<file path="src/rtl/pwarb_pkg.sv">
// Shared types and the rotating-priority search used by the pulse-wire
// arbiters. rr_pick works on a PWARB_MAX_N-wide vector; callers zero-extend
// their request vector and pass their real requester count in n.
package pwarb_pkg;

    localparam int PWARB_MAX_N = 16;
    localparam int PWARB_IDX_W = $clog2(PWARB_MAX_N);

    typedef logic [PWARB_IDX_W-1:0] idx_t;
    typedef logic [7:0]             burst_t;
    typedef logic [PWARB_MAX_N-1:0] vec_t;

    // Result of one rotating search: one-hot winner and whether any bit won.
    typedef struct packed {
        vec_t onehot;
        logic found;
    } pick_t;

    // What the arbiter does this cycle; kept as a named signal for probing.
    typedef enum logic [1:0] {
        ACT_NONE = 2'd0,
        ACT_CONT = 2'd1,
        ACT_NEW  = 2'd2
    } act_e;

    // First set bit of req searching ptr, ptr+1, ... wrapping at n-1.
    // ptr is expected to be below n.
    function automatic pick_t rr_pick(vec_t req, idx_t ptr, int n = PWARB_MAX_N);
        pick_t r;
        int    idx;
        r = '0;
        for (int k = 0; k < PWARB_MAX_N; k++) begin
            idx = int'(ptr) + k;
            if (idx >= n) begin
                idx = idx - n;
            end
            if (k < n && !r.found && req[idx_t'(idx)]) begin
                r.onehot[idx_t'(idx)] = 1'b1;
                r.found               = 1'b1;
            end
        end
        return r;
    endfunction

endpackage

</file>
<file path="src/rtl/pwarb_rr_pick.sv">
// Purely combinational rotating-priority search over N requesters.
module pwarb_rr_pick #(
    parameter int N = 4
) (
    input  logic [N-1:0]         req,
    input  logic [$clog2(N)-1:0] ptr,
    output logic [N-1:0]         onehot,
    output logic                 found
);
    import pwarb_pkg::*;

    vec_t  req_ext;
    pick_t pick;

    // Widen the request vector to the package width and run the search.
    always_comb begin
        req_ext          = '0;
        req_ext[N-1:0]   = req;
        pick             = rr_pick(req_ext, idx_t'(ptr), N);
    end

    assign onehot = pick.onehot[N-1:0];
    assign found  = pick.found;

endmodule

</file>
<file path="src/rtl/pulse_wire_arbiter.sv">
// Round-robin arbiter sharing one pulse wire among N requesters, with bounded
// bursts: an owner keeps the wire for up to MAX_BURST consecutive cycles.
// Optional grant statistics are built when PULSE_WIRE_ARBITER_STATS_EN is
// defined; otherwise the STAT_* ports and counters do not exist.
module pulse_wire_arbiter #(
    parameter int N         = 4,
    parameter int MAX_BURST = 2,
    parameter int CNT_W     = 16
) (
    input  logic                 CLK,
    input  logic                 RST,
    input  logic                 EN,
    input  logic [N-1:0]         REQ,
    output logic [N-1:0]         GRANT,
    output logic                 WSET,
    output logic [$clog2(N)-1:0] OWNER,
    output logic                 OWNER_VLD
`ifdef PULSE_WIRE_ARBITER_STATS_EN
    ,
    input  logic [$clog2(N)-1:0] STAT_SEL,
    output logic [CNT_W-1:0]     STAT_CNT,
    input  logic                 STAT_CLR
`endif
);
    import pwarb_pkg::*;

    localparam int             IW         = $clog2(N);
    localparam burst_t         BURST_LAST = burst_t'(MAX_BURST - 1);
    localparam logic [N-1:0]   ONE_HOT0   = N'(1);
    localparam logic [IW-1:0]  LAST_IDX   = IW'(N - 1);

    logic [IW-1:0] ptr;
    logic [IW-1:0] owner;
    logic          owner_vld;
    burst_t        burst_cnt;

    logic [N-1:0]  pick_onehot;
    logic          pick_found;
    logic [IW-1:0] new_idx;
    act_e          act;

    pwarb_rr_pick #(.N(N)) u_pick (
        .req    (REQ),
        .ptr    (ptr),
        .onehot (pick_onehot),
        .found  (pick_found)
    );

    // Choose continue / new grant / nothing; reset forces the grant low at once.
    always_comb begin
        act     = ACT_NONE;
        GRANT   = '0;
        new_idx = '0;
        for (int i = 0; i < N; i++) begin
            if (pick_onehot[i]) begin
                new_idx = IW'(i);
            end
        end
        if (!RST && EN) begin
            if (owner_vld && REQ[owner] && (burst_cnt < BURST_LAST)) begin
                act   = ACT_CONT;
                GRANT = ONE_HOT0 << owner;
            end else if (pick_found) begin
                act   = ACT_NEW;
                GRANT = pick_onehot;
            end
        end
    end

    // Burst, owner and priority-pointer update.
    always_ff @(posedge CLK or posedge RST) begin
        if (RST) begin
            ptr       <= '0;
            owner     <= '0;
            owner_vld <= 1'b0;
            burst_cnt <= '0;
        end else begin
            case (act)
                ACT_CONT: begin
                    burst_cnt <= burst_cnt + 8'd1;
                end
                ACT_NEW: begin
                    owner     <= new_idx;
                    owner_vld <= 1'b1;
                    burst_cnt <= '0;
                    ptr       <= (new_idx == LAST_IDX) ? '0 : new_idx + IW'(1);
                end
                default: begin
                    owner_vld <= 1'b0;
                    burst_cnt <= '0;
                end
            endcase
        end
    end

    assign WSET      = |GRANT;
    assign OWNER     = owner;
    assign OWNER_VLD = owner_vld;

    // The wire must see at most one fire per cycle.
    a_onehot_grant: assert property (@(posedge CLK) disable iff (RST)
        $onehot0(GRANT) && (WSET == |GRANT));

`ifdef PULSE_WIRE_ARBITER_STATS_EN
    logic [CNT_W-1:0] stat_cnt [N];

    // Saturating per-requester grant counters; clear wins over increment.
    always_ff @(posedge CLK or posedge RST) begin
        if (RST) begin
            for (int i = 0; i < N; i++) begin
                stat_cnt[i] <= '0;
            end
        end else if (STAT_CLR) begin
            for (int i = 0; i < N; i++) begin
                stat_cnt[i] <= '0;
            end
        end else begin
            for (int i = 0; i < N; i++) begin
                if (GRANT[i] && (stat_cnt[i] != '1)) begin
                    stat_cnt[i] <= stat_cnt[i] + CNT_W'(1);
                end
            end
        end
    end

    assign STAT_CNT = stat_cnt[STAT_SEL];
`endif

endmodule

</file>
<file path="config.mk">
export PLATFORM = sky130hd
export DESIGN_NAME = pulse_wire_arbiter
export DESIGN_NICKNAME = d
export VERILOG_FILES = /design/src/rtl/pwarb_pkg.sv /design/src/rtl/pwarb_rr_pick.sv /design/src/rtl/pulse_wire_arbiter.sv
export SDC_FILE = /design/constraint.sdc
export NUM_CORES = 1
export LEC_CHECK = 0
export BUFFER_PORTS_ARGS = -buffer_cell sky130_fd_sc_hd__buf_2
export CORE_ASPECT_RATIO = 0.8
export CORE_MARGIN = 5
export CORE_UTILIZATION = 35
export DETAILED_ROUTE_END_ITERATION = 8
export GPL_ROUTABILITY_DRIVEN = 0
export GPL_TIMING_DRIVEN = 0
export HOLD_SLACK_MARGIN = 0.06
export MAX_ROUTING_LAYER = met4
export PLACE_DENSITY_LB_ADDON = 0.05
export RECOVER_POWER = 50
export SLEW_MARGIN = 20
export SYNTH_ARGS = -nofsm -noshare
export SYNTH_HDL_FRONTEND = slang
export SYNTH_SLANG_ARGS = --single-unit
</file>
<file path="constraint.sdc">
create_clock -name CLK -period 3.9 [get_ports CLK]
set_clock_uncertainty 0.1 [all_clocks]
set_input_delay 0.78 -clock CLK [delete_from_list [all_inputs] [get_ports CLK]]
set_output_delay 0.78 -clock CLK [all_outputs]
set_load 0.03 [all_outputs]
</file>
## After elaboration in Yosys (flattened, before gate mapping)

Index checks and enable logic that the tools add are counted.

| word-level totals | value |
|---|---|
| input bits | 7 |
| output and inout port bits | 8 |
| word-level logic and storage cells | 87 |
| register bits after elaboration | 13 |

| operators by class | value |
|---|---|
| bitwise operators | 3 |
| order comparisons | 14 |
| reduce and logical (&&, ||, !) cells | 15 |
| mux-type cells | 38 |
| shifts and indexed selects | 1 |
| add/subtract/negate cells | 9 |
| equality and inequality tests | 3 |

Operator list:

| kind | number |
|---|---|
| $ge A32 B4 Y1 const B | 3 |
| $mux W4 | 7 |
| $lt A4 B5 Y1 const B | 4 |
| $mux W5 | 4 |
| $bmux W1 S4 | 4 |
| $demux W1 S4 | 4 |
| $ge A4 B1 Y1 const B | 4 |
| $mux W2 | 6 |
| $or A4 B4 Y4 | 3 |
| $logic_and A1 B1 Y1 | 10 |
| $mux W1 | 10 |
| $add A8 B1 Y8 const B | 1 |
| $lt A8 B1 Y1 const B | 1 |
| $mux W8 | 1 |
| $sub A4 B4 Y4 const B | 2 |
| $add A2 B2 Y3 const B | 2 |
| $eq A2 B2 Y1 const B | 2 |
| $logic_not A1 Y1 | 4 |
| $reduce_or A4 Y1 | 1 |
| $shl A1 B2 Y4 const A | 1 |
| $sub A2 B3 Y4 const B | 1 |
| $sub A3 B3 Y4 const B | 1 |
| $add A2 B1 Y3 const B | 1 |
| $ge A2 B3 Y1 const B | 1 |
| other kinds (5) | 5 |

## Depth between registers and ports, before layout

Gate-level depths: netlist (run 1).

| logic depth | value |
|---|---|
| depth after elaboration | 21 |
| depth in mapped cells | 12 |
| mapped depth without buffers | 9 |

## Modules after synthesis

Synthesis (run 1) repeated with hierarchy kept, for this count alone.

| unflattened totals | value |
|---|---|
| cell total of the unflattened synthesis | 99 |
| area, all modules | 1102.3 um2 |

Modules (own cells, without submodules):

| module | sequential area each (um2) | area an instance (um2) | instances | cells each |
|---|---|---|---|---|
| pulse_wire_arbiter | 325.3 | 668.1 | 1 | 55 |
| pwarb_rr_pick | 0.0 | 434.2 | 1 | 44 |

## Worst setup path before layout (run 1)

OpenSTA, ideal clock, no wires.

| timing | value |
|---|---|
| path type | reg-to-output |
| start point | register ptr[0] |
| end point | output port GRANT[1] |
| cell stages (with the launch flop) | 10 |
| setup slack | 0.208 ns |
| buffers on the path | 2 |
| data arrival time | 2.812 ns |
| data required time | 3.020 ns |
| cells stage by stage | dfrtp_1 buf_6 buf_6 inv_1 ha_1 nor3_2 or2_4 a21oi_1 o211a_1 o21ai_0 |

| on the way | value |
|---|---|
| cells in the longest elaborated chain, start to end | 17 |
| elaborated cells on any way between the ends | 59 |
| classes of those cells | add/sub: 7; order compare: 12; mux: 27; bitwise: 3; reduce/logical: 10 |

Ends and longest elaborated chain:

| element | RTL line | text |
|---|---|---|
| start: declaration | pulse_wire_arbiter.sv:32 | `logic [IW-1:0] ptr;` |
| start signal: assignment | pulse_wire_arbiter.sv:86 | `ptr <= (new_idx == LAST_IDX) ? '0 : new_idx + IW'(1);` |
| branches (longest 13 deep; another with $ge A32 B4 Y1) | -- |  |
| $mux W5 (*) | pwarb_pkg.sv:37 | `if (k < n && !r.found && req[idx_t'(idx)]) begin` |
| $mux W4 (*) | pulse_wire_arbiter.sv:63 | `end else if (pick_found) begin` |
| $mux W4 (*) | pulse_wire_arbiter.sv:60 | `if (owner_vld && REQ[owner] && (burst_cnt < BURST_LAST)) begin` |
| $mux W4 (*) | pulse_wire_arbiter.sv:59 | `if (!RST && EN) begin` |
| end: declaration | pulse_wire_arbiter.sv:14 | `output logic [N-1:0] GRANT,` |

Every way passes the cells marked *. The select of a mux whose other input is x is not followed.

## Final worst setup path (run 1)

| timing | value |
|---|---|
| start point | register ptr[0] |
| end point | output port WSET |

| on the way | value |
|---|---|
| cells in the longest elaborated chain, start to end | 18 |
| elaborated cells on any way between the ends | 60 |
| classes of those cells | add/sub: 7; order compare: 12; mux: 27; bitwise: 3; reduce/logical: 11 |

Ends and longest elaborated chain:

| element | RTL line | text |
|---|---|---|
| branches (longest 13 deep; another with $ge A32 B4 Y1) | -- |  |
| $mux W5 (*) | pwarb_pkg.sv:37 |  |
| $mux W4 (*) | pulse_wire_arbiter.sv:63 |  |
| $mux W4 (*) | pulse_wire_arbiter.sv:60 |  |
| $mux W4 (*) | pulse_wire_arbiter.sv:59 |  |
| $reduce_or A4 Y1 (*) | pulse_wire_arbiter.sv:96 | `assign WSET = \|GRANT;` |
| end: declaration | pulse_wire_arbiter.sv:15 | `output logic WSET,` |

Marks and branches as above.

==> run metrics, run 1 <==
status finished, final reports clean; FF+latch count, synth 13; fin. max-slew vios 0; hold buffers post-CTS 0; grt total ovfl 0; crit end category output port; die height 61.9 um; hold depth 1; largest family of logic cells by synthesized area simple AND/OR/NAND/NOR gates; Synth Instances 124; number of top-level pins 15; WP data required 3.02 ns; P_leak 0.643 nW; CTS tree done; fill count 327; WL final 2870 um; XOR/XNOR share of the synthesized area 0.743%; Syn. warnings 0; Clock Power Share 10.8%; largest net degree at the start of global routing 14; Reg-to-Reg Start ptr[0]; post-DP HPWL 2280 um; Worst Hold Class register to register; Final #Nets 166; register area share after synthesis 27.6%; first-pass GRT wire length about 4700 um; # setup viols final 0; Max Used Layer met3; Peak VDD IR 0.292 mV; DR WL met2 1190 um; met3 routed WL 163 um; die area 4640 um^2; CTS Root Cell clkbuf_8; power share of the sequential group 18.9%; Clk Latency, worst-skew pair 0.24 ns; Max-cap violations 0; period utilisation layout 95.8%; CP arrival 2.86 ns; vias in the first global route 971; Fin. Hold Viols 0; mux share of post-synthesis cell area 12.0%; Sw Share 47.3%; reg-to-reg endpoint OWNER[0]; Starting Density between 30% and 40%; Mapped Avg Cell Area approximately 9.5 um^2; H-tree Lvls 1; HP Start burst_cnt[0]; Hold EP burst_cnt[0]; Main synth FF type dfrtp_1; power per cell area 764 nW/um^2; Post-Syn Area 1180 um^2; TritonCTS Buffers 3; net switching power just over 500 uW; hold slack 0.359 ns; min cycle time layout approximately 3.7 ns; drt via density 5.38; overall routing resource usage 13.8%; drt wl/cell 15.2 um; 1st-iter DRT viols 49; Die Wd 74.9 um; CTS max path bufs 2; post-synthesis compound-gate area fraction 17.1%; path depth of the worst reg2reg path 12; routed vias 1,017; Area growth syn-to-layout 21.2%; DR pass1 iterations 4; unique cell type count in the Yosys netlist 50; simple-gate share of the synthesized area 26.4%; unrepaired setup endpoints after global routing false; wire length on met1 1510 um; Worst-Margin Slew between 0.5 and 0.6 ns; fmax 268 MHz; clock slew at reported path FFs 0.05 ns; launch point of the worst path ptr[0]; sequential cell area 328 um^2; antenna cells 0; crit-path max FO 10; R2R setup slack 1.11 ns; area of the multi-input gates approximately 830 um^2; CP Class register to output port; Port Buf Inserts 14; initial antenna violation count 0; share of layout cells above drive strength 1 29.5%; core footprint between 3000 and 4000 um^2; critical path startpoint category register; FP Rows 18; Slew headroom 63.0%; power consumption between 1 and 1.5 mW; post-synthesis adder-cell area fraction 9.55%; Comb pwr share 70.3%; DRC 0; Sink Count 13; post-route ant nets 0; internal power 575 uW; fraction of registers with async set/reset 100%; number of flops mapped to enable cells by yosys 0
==> power by group through the flow <==
stage	logic (mW)	clock network, mW	registers (mW)
2_1_floorplan	0.514	0	0.215
3_3_place_gp	0.667	0	0.205
3_5_place_dp	0.670	0	0.207
4_1_cts	0.694	0.121	0.207
5_1_grt	0.833	0.126	0.213
6_report	0.768	0.118	0.207
==> synthesized netlist by cell type (2+ instances only) <==
| library cell | n | area share (%) |
|---|---|---|
| nand2_1 | 13 | 4.1 |
| mux2i_1 | 3 | 2.5 |
| a211oi_1 | 2 | 1.3 |
| nand3_1 | 3 | 1.3 |
| nor3_1 | 7 | 3.0 |
| nor4b_1 | 3 | 2.2 |
| nor2_1 | 5 | 1.6 |
| buf_6 | 3 | 2.9 |
| o21ai_0 | 5 | 2.1 |
| a21oi_1 | 2 | 0.85 |
| dfrtp_1 | 13 | 28 |
| and3b_1 | 3 | 2.2 |
| o32ai_1 | 2 | 1.5 |
| nand4_1 | 2 | 1.1 |
| ha_1 | 9 | 9.6 |
| mux2_2 | 3 | 2.9 |
| nand2b_1 | 2 | 1.1 |
| nor3b_1 | 3 | 1.9 |
| nor2b_1 | 3 | 1.6 |
| inv_1 | 8 | 2.5 |
==> metal layers <==
metal  vias to the layer above  GRT usage (%)
met5                         -              -
met4                         0           1.27
met3                         0           3.38
met2                        27           20.3
met1                       483           19.7
li1                        507              -
==> cell usage in the layout, fill, tap and decap left out, types with 3 or more instances in the layout <==
cell type  instances
ha_1               8
clkbuf_8           3
nand3_1            3
mux2_2             3
o21ai_0            5
nand2_1           13
buf_2             14
buf_6              3
conb_1             5
nor3_1             7
nor3b_1            3
nor2_1             5
and3b_1            3
nor4b_1            3
inv_1              8
dfrtp_1           11
mux2i_1            3
==> stage by stage <==
| step | worst slack [ns] | utilization, % | setup TNS (ns) | area, um^2 | cells |
|---|---|---|---|---|---|
| 6_report | 0.162 | 45.3 | 0 | 1430 | 189 |
| 4_1_cts | 0.00405 | 43.8 | 0 | 1380 | 187 |
| 3_5_place_dp | -0.0546 | 41.7 | -0.0546 | 1310 | 182 |
| 3_3_place_gp | -0.0387 | 41.7 | -0.0387 | 1310 | 182 |
| 2_1_floorplan | 0.208 | - | 0 | 1190 | 128 |
| 5_1_grt | 0.0188 | 45.3 | 0 | 1430 | 189 |
==> logic make-up after synthesis <==
| family | Yosys count |
|---|---|
| flip-flops | 13 |
| buffers and inverters | 13 |
| other | 1 |
| multiplexers | 10 |
| AND/OR/NAND/NOR | 52 |
| XOR/XNOR | 1 |
| AO/OA/AOI/OAI | 25 |
| adder cells (fa/ha/maj) | 9 |
==> sequential cells by signal (all words and copies together), names as in the netlist <==
signal	flops
burst_cnt	8
OWNER	2
ptr	2
OWNER_VLD	1
==> area by class of cell <==
cell class,count,area share (%)
multi-input cells,102,58.0
inverters,8,2.10
repair buffers,17,7.27
clock buffers,4,3.15
well taps,40,3.50
flip-flops and latches,13,22.9
plain buffers,5,3.06
==> worst max-delay path by stage <==
stage / to / slack (ns) / cells past startpoint
floorplan: GRANT[1] / 0.21 / 9
global placement: WSET / -0.04 / 11
detailed placement: WSET / -0.05 / 11
CTS: WSET / 0.004 / 12
global route: WSET / 0.02 / 11
finish: WSET / 0.16 / 12
==> repair_timing <==
item	in CTS	in global routing
endpoints found under the setup margin	5	3
endpoints found under the hold margin	0	0
gates resized for setup	4	4
buffers inserted	1	2
pin swaps	1	3
==> worst max-delay path, stage by stage, from the launching register on <==
cell and delay, ns:
dfrtp_2 0.45, buf_6 0.15, buf_6 0.13, inv_1 0.14, ha_4 0.25, and3b_1 0.17, buf_6 0.14, or2_4 0.28
a221oi_2 0.24, o211a_1 0.22, nand3b_1 0.09, a21o_1 0.19, buf_2 0.17
(Power assumes the default switching activity.)
==> inputs of run 2 (changes only) <==
- ABC_AREA: unset -> 1
==> run 2 against run 1 <==
  * Power fell by 13%
  * First-iteration DRC count fell by 43%
  * Non-clock buffer count fell by 8
  * Die area fell by 3.6%
  * Area after synthesis fell by 4.2%
  * Critical path depth rose by 3
  * Largest power group unchanged
  * Utilization fell by 2.9 points
  * Combinational power fell by 18%
  * Fmax rose by 4.6%
==> run metrics, run 2 <==
max FFs per register 8; Max-cap violations 0; Yosys top cell by area dfrtp_1; CTS tree done; largest net degree at the start of global routing 16; register area share after synthesis 28.8%; crit path setup slack, layout 0.325 ns; commonest non-fill, non-tap cell in the layout nand2_1; initial antenna violation count 0; Syn. warnings 0; Clock Power Share 12.8%; first-pass GRT wire length 4100 um; Top Family by Delay on Critical Path simple AND/OR/NAND/NOR gates; status finished, final reports clean; top cells by area, synth dfrtp_1 29%, nand3_1 12%, nand2_1 11%; path depth of the worst reg2reg path 14; Fin. Hold Viols 0; dpl ws 0.613 ns; power per cell area roughly 730 nW/um^2; critical path startpoint category register; Setup Buffers After CTS 0; Final #Nets ~190; CTS max path bufs 2; share of layout cells above drive strength 1 29.1%; net switching power roughly 520 uW; hold buffers post-CTS 0; post-route ant nets 0; power share of the sequential group 21.5%; fill count around 310; area of the multi-input gates 739 um^2; Worst Hold Class register to register; crit-path max FO 8; number of flops mapped to enable cells by yosys 0; top cells by count, synth 32 x nand2_1, 26 x nand3_1, 19 x inv_1; TritonCTS Buffers 3; H-tree Lvls 1; fin. max-slew vios 0; crit-path cells inv_1 > ha_1 > inv_1 > nand3_1 > inv_1 > nor2_1 > nand3_1 > nand2_1 > nor2_4 > nand2_1 > nand2_2 > nand2_2 > nor2_1 > nand2_1 > buf_2; CTS Root Cell clkbuf_8; Mapped Avg Cell Area between 7 and 8 um^2; overall routing resource usage 12.6%; Area growth syn-to-layout 16.0%; CP arrival 2.69 ns; FP Rows 18; hold depth 1; commonest cells after routing, fill and taps aside 32 x nand2_1, 26 x nand3_1, 19 x inv_1; power consumption 954 uW; vias in the first global route 942; WL final 2460 um; reg-to-reg endpoint ptr[1]; routed vias 1,024; Crit-path slowest cell dfrtp_1; DRC 0; post-DP HPWL around 2000 um; FF+latch count, synth 13; period utilisation layout approximately nine tenths; design area 1310 um^2; # setup viols final 0; Worst-Margin Slew 0.558 ns; Starting Density a little over a third; internal power around 430 uW; Die Wd approximately 73 um; fraction of registers with async set/reset between 90% and 100%; Clk Latency, worst-skew pair 0.25 ns; Sw Share 54.7%; Slew headroom between 60% and 70%; CP Class register to output port; number of top-level pins 15; Main synth FF type dfrtp_1; clock slew at reported path FFs about 0.060 ns; drt wl/cell between 10 and 15 um; 1st-iter DRT viols 28; HP Start burst_cnt[0]; R2R setup slack 1.47 ns; P_leak around 0.7 nW; die height 60.8 um; grt total ovfl 0; Comb pwr share around two thirds; Placed Area about 1300 um^2; sequential cell area approximately 330 um^2; fmax between 200 and 300 MHz; count leader, synth nand2_1; Yosys top cell area share 28.8%; Reg with most FFs burst_cnt; drt via density 4.83; Sink Count 13; Synth Instances 150; core footprint 3090 um^2; Peak VDD IR between 0.15 and 0.2 mV; Post-Syn Area 1130 um^2; Post-CTS Resized 0; DR pass1 iterations 4; unique cell type count in the Yosys netlist 21; antenna cells 0; unrepaired setup endpoints after global routing false; die area 4470 um^2; Reg-to-Reg Start ptr[1]; crit end category output port; CP peak stage delay 0.57 ns; TNS Setup 0 ns; min cycle time layout 3.57 ns; WP data required between 3 and 4 ns; Hold EP burst_cnt[0]; Port Buf Inserts 14; CP bufs+invs 4
-- run 2: cell families after synthesis --
| family | Yosys count | synth area share [%] |
|---|---|---|
| and+or+nand+nor | 104 | 52.1 |
| buffers and inverters | 21 | 6.98 |
| DFF | 13 | 28.8 |
| adders and majority gates | 9 | 9.98 |
| AOI/OAI and AO/OA | 2 | 1.77 |
| other | 1 | 0.332 |
-- run 2: worst reg2reg max path, stage by stage (launching register included) --
cell and delay (ns):
dfrtp_1 0.57, inv_1 0.25, ha_1 0.36, inv_1 0.07, nand3_1 0.12, inv_1 0.05
nor2_1 0.24, nand3_1 0.11, nand2_1 0.14, nor2_4 0.05, nand2_1 0.07, nand2_2 0.08
nand2_1 0.07, nand2_1 0.05, nand2_1 0.05
-- run 2: metal layers --
layer,GRT usage (%),vias to the layer above,part of all wire [%]
li1,-,511,-
met1,14.8,475,47
met2,19.3,31,44
met3,4.47,7,6.5
met4,5.94,0,2.0
met5,-,-,0
-- run 2: cell type report --
type	instances	share of cell area (%)
timing repair buffer	14	5.26
sequential	13	24.9
multi-input combinational	120	56.5
tap	40	3.82
clock buffer	3	3.15
clock inverter	1	0.382
inverter	21	6.02
-- run 2: metrics by stage --
step,util [%],hold WS (ns),instances
2_1_floorplan,-,0.331,154
3_3_place_gp,41.0,0.351,208
3_5_place_dp,41.0,0.365,208
4_1_cts,42.5,0.372,212
5_1_grt,42.4,0.382,212
6_report,42.4,0.361,212
-- run 2: how the worst max path moves through the flow --
stage,to,cells past startpoint,from
final,WSET,15,ptr[1]
after global routing,WSET,15,ptr[1]
after detailed placement,WSET,15,ptr[1]
after global placement,WSET,15,ptr[1]
after floorplan,WSET,14,ptr[1]
after CTS,WSET,15,ptr[1]
-- run 2: power groups by stage --
stage | Combinational [mW] | Clock, mW | Sequential [mW]
6_report | 0.627 | 0.122 | 0.205
4_1_cts | 0.634 | 0.124 | 0.204
2_1_floorplan | 0.494 | 0 | 0.214
3_3_place_gp | 0.620 | 0 | 0.207
3_5_place_dp | 0.630 | 0 | 0.206
5_1_grt | 0.693 | 0.129 | 0.209
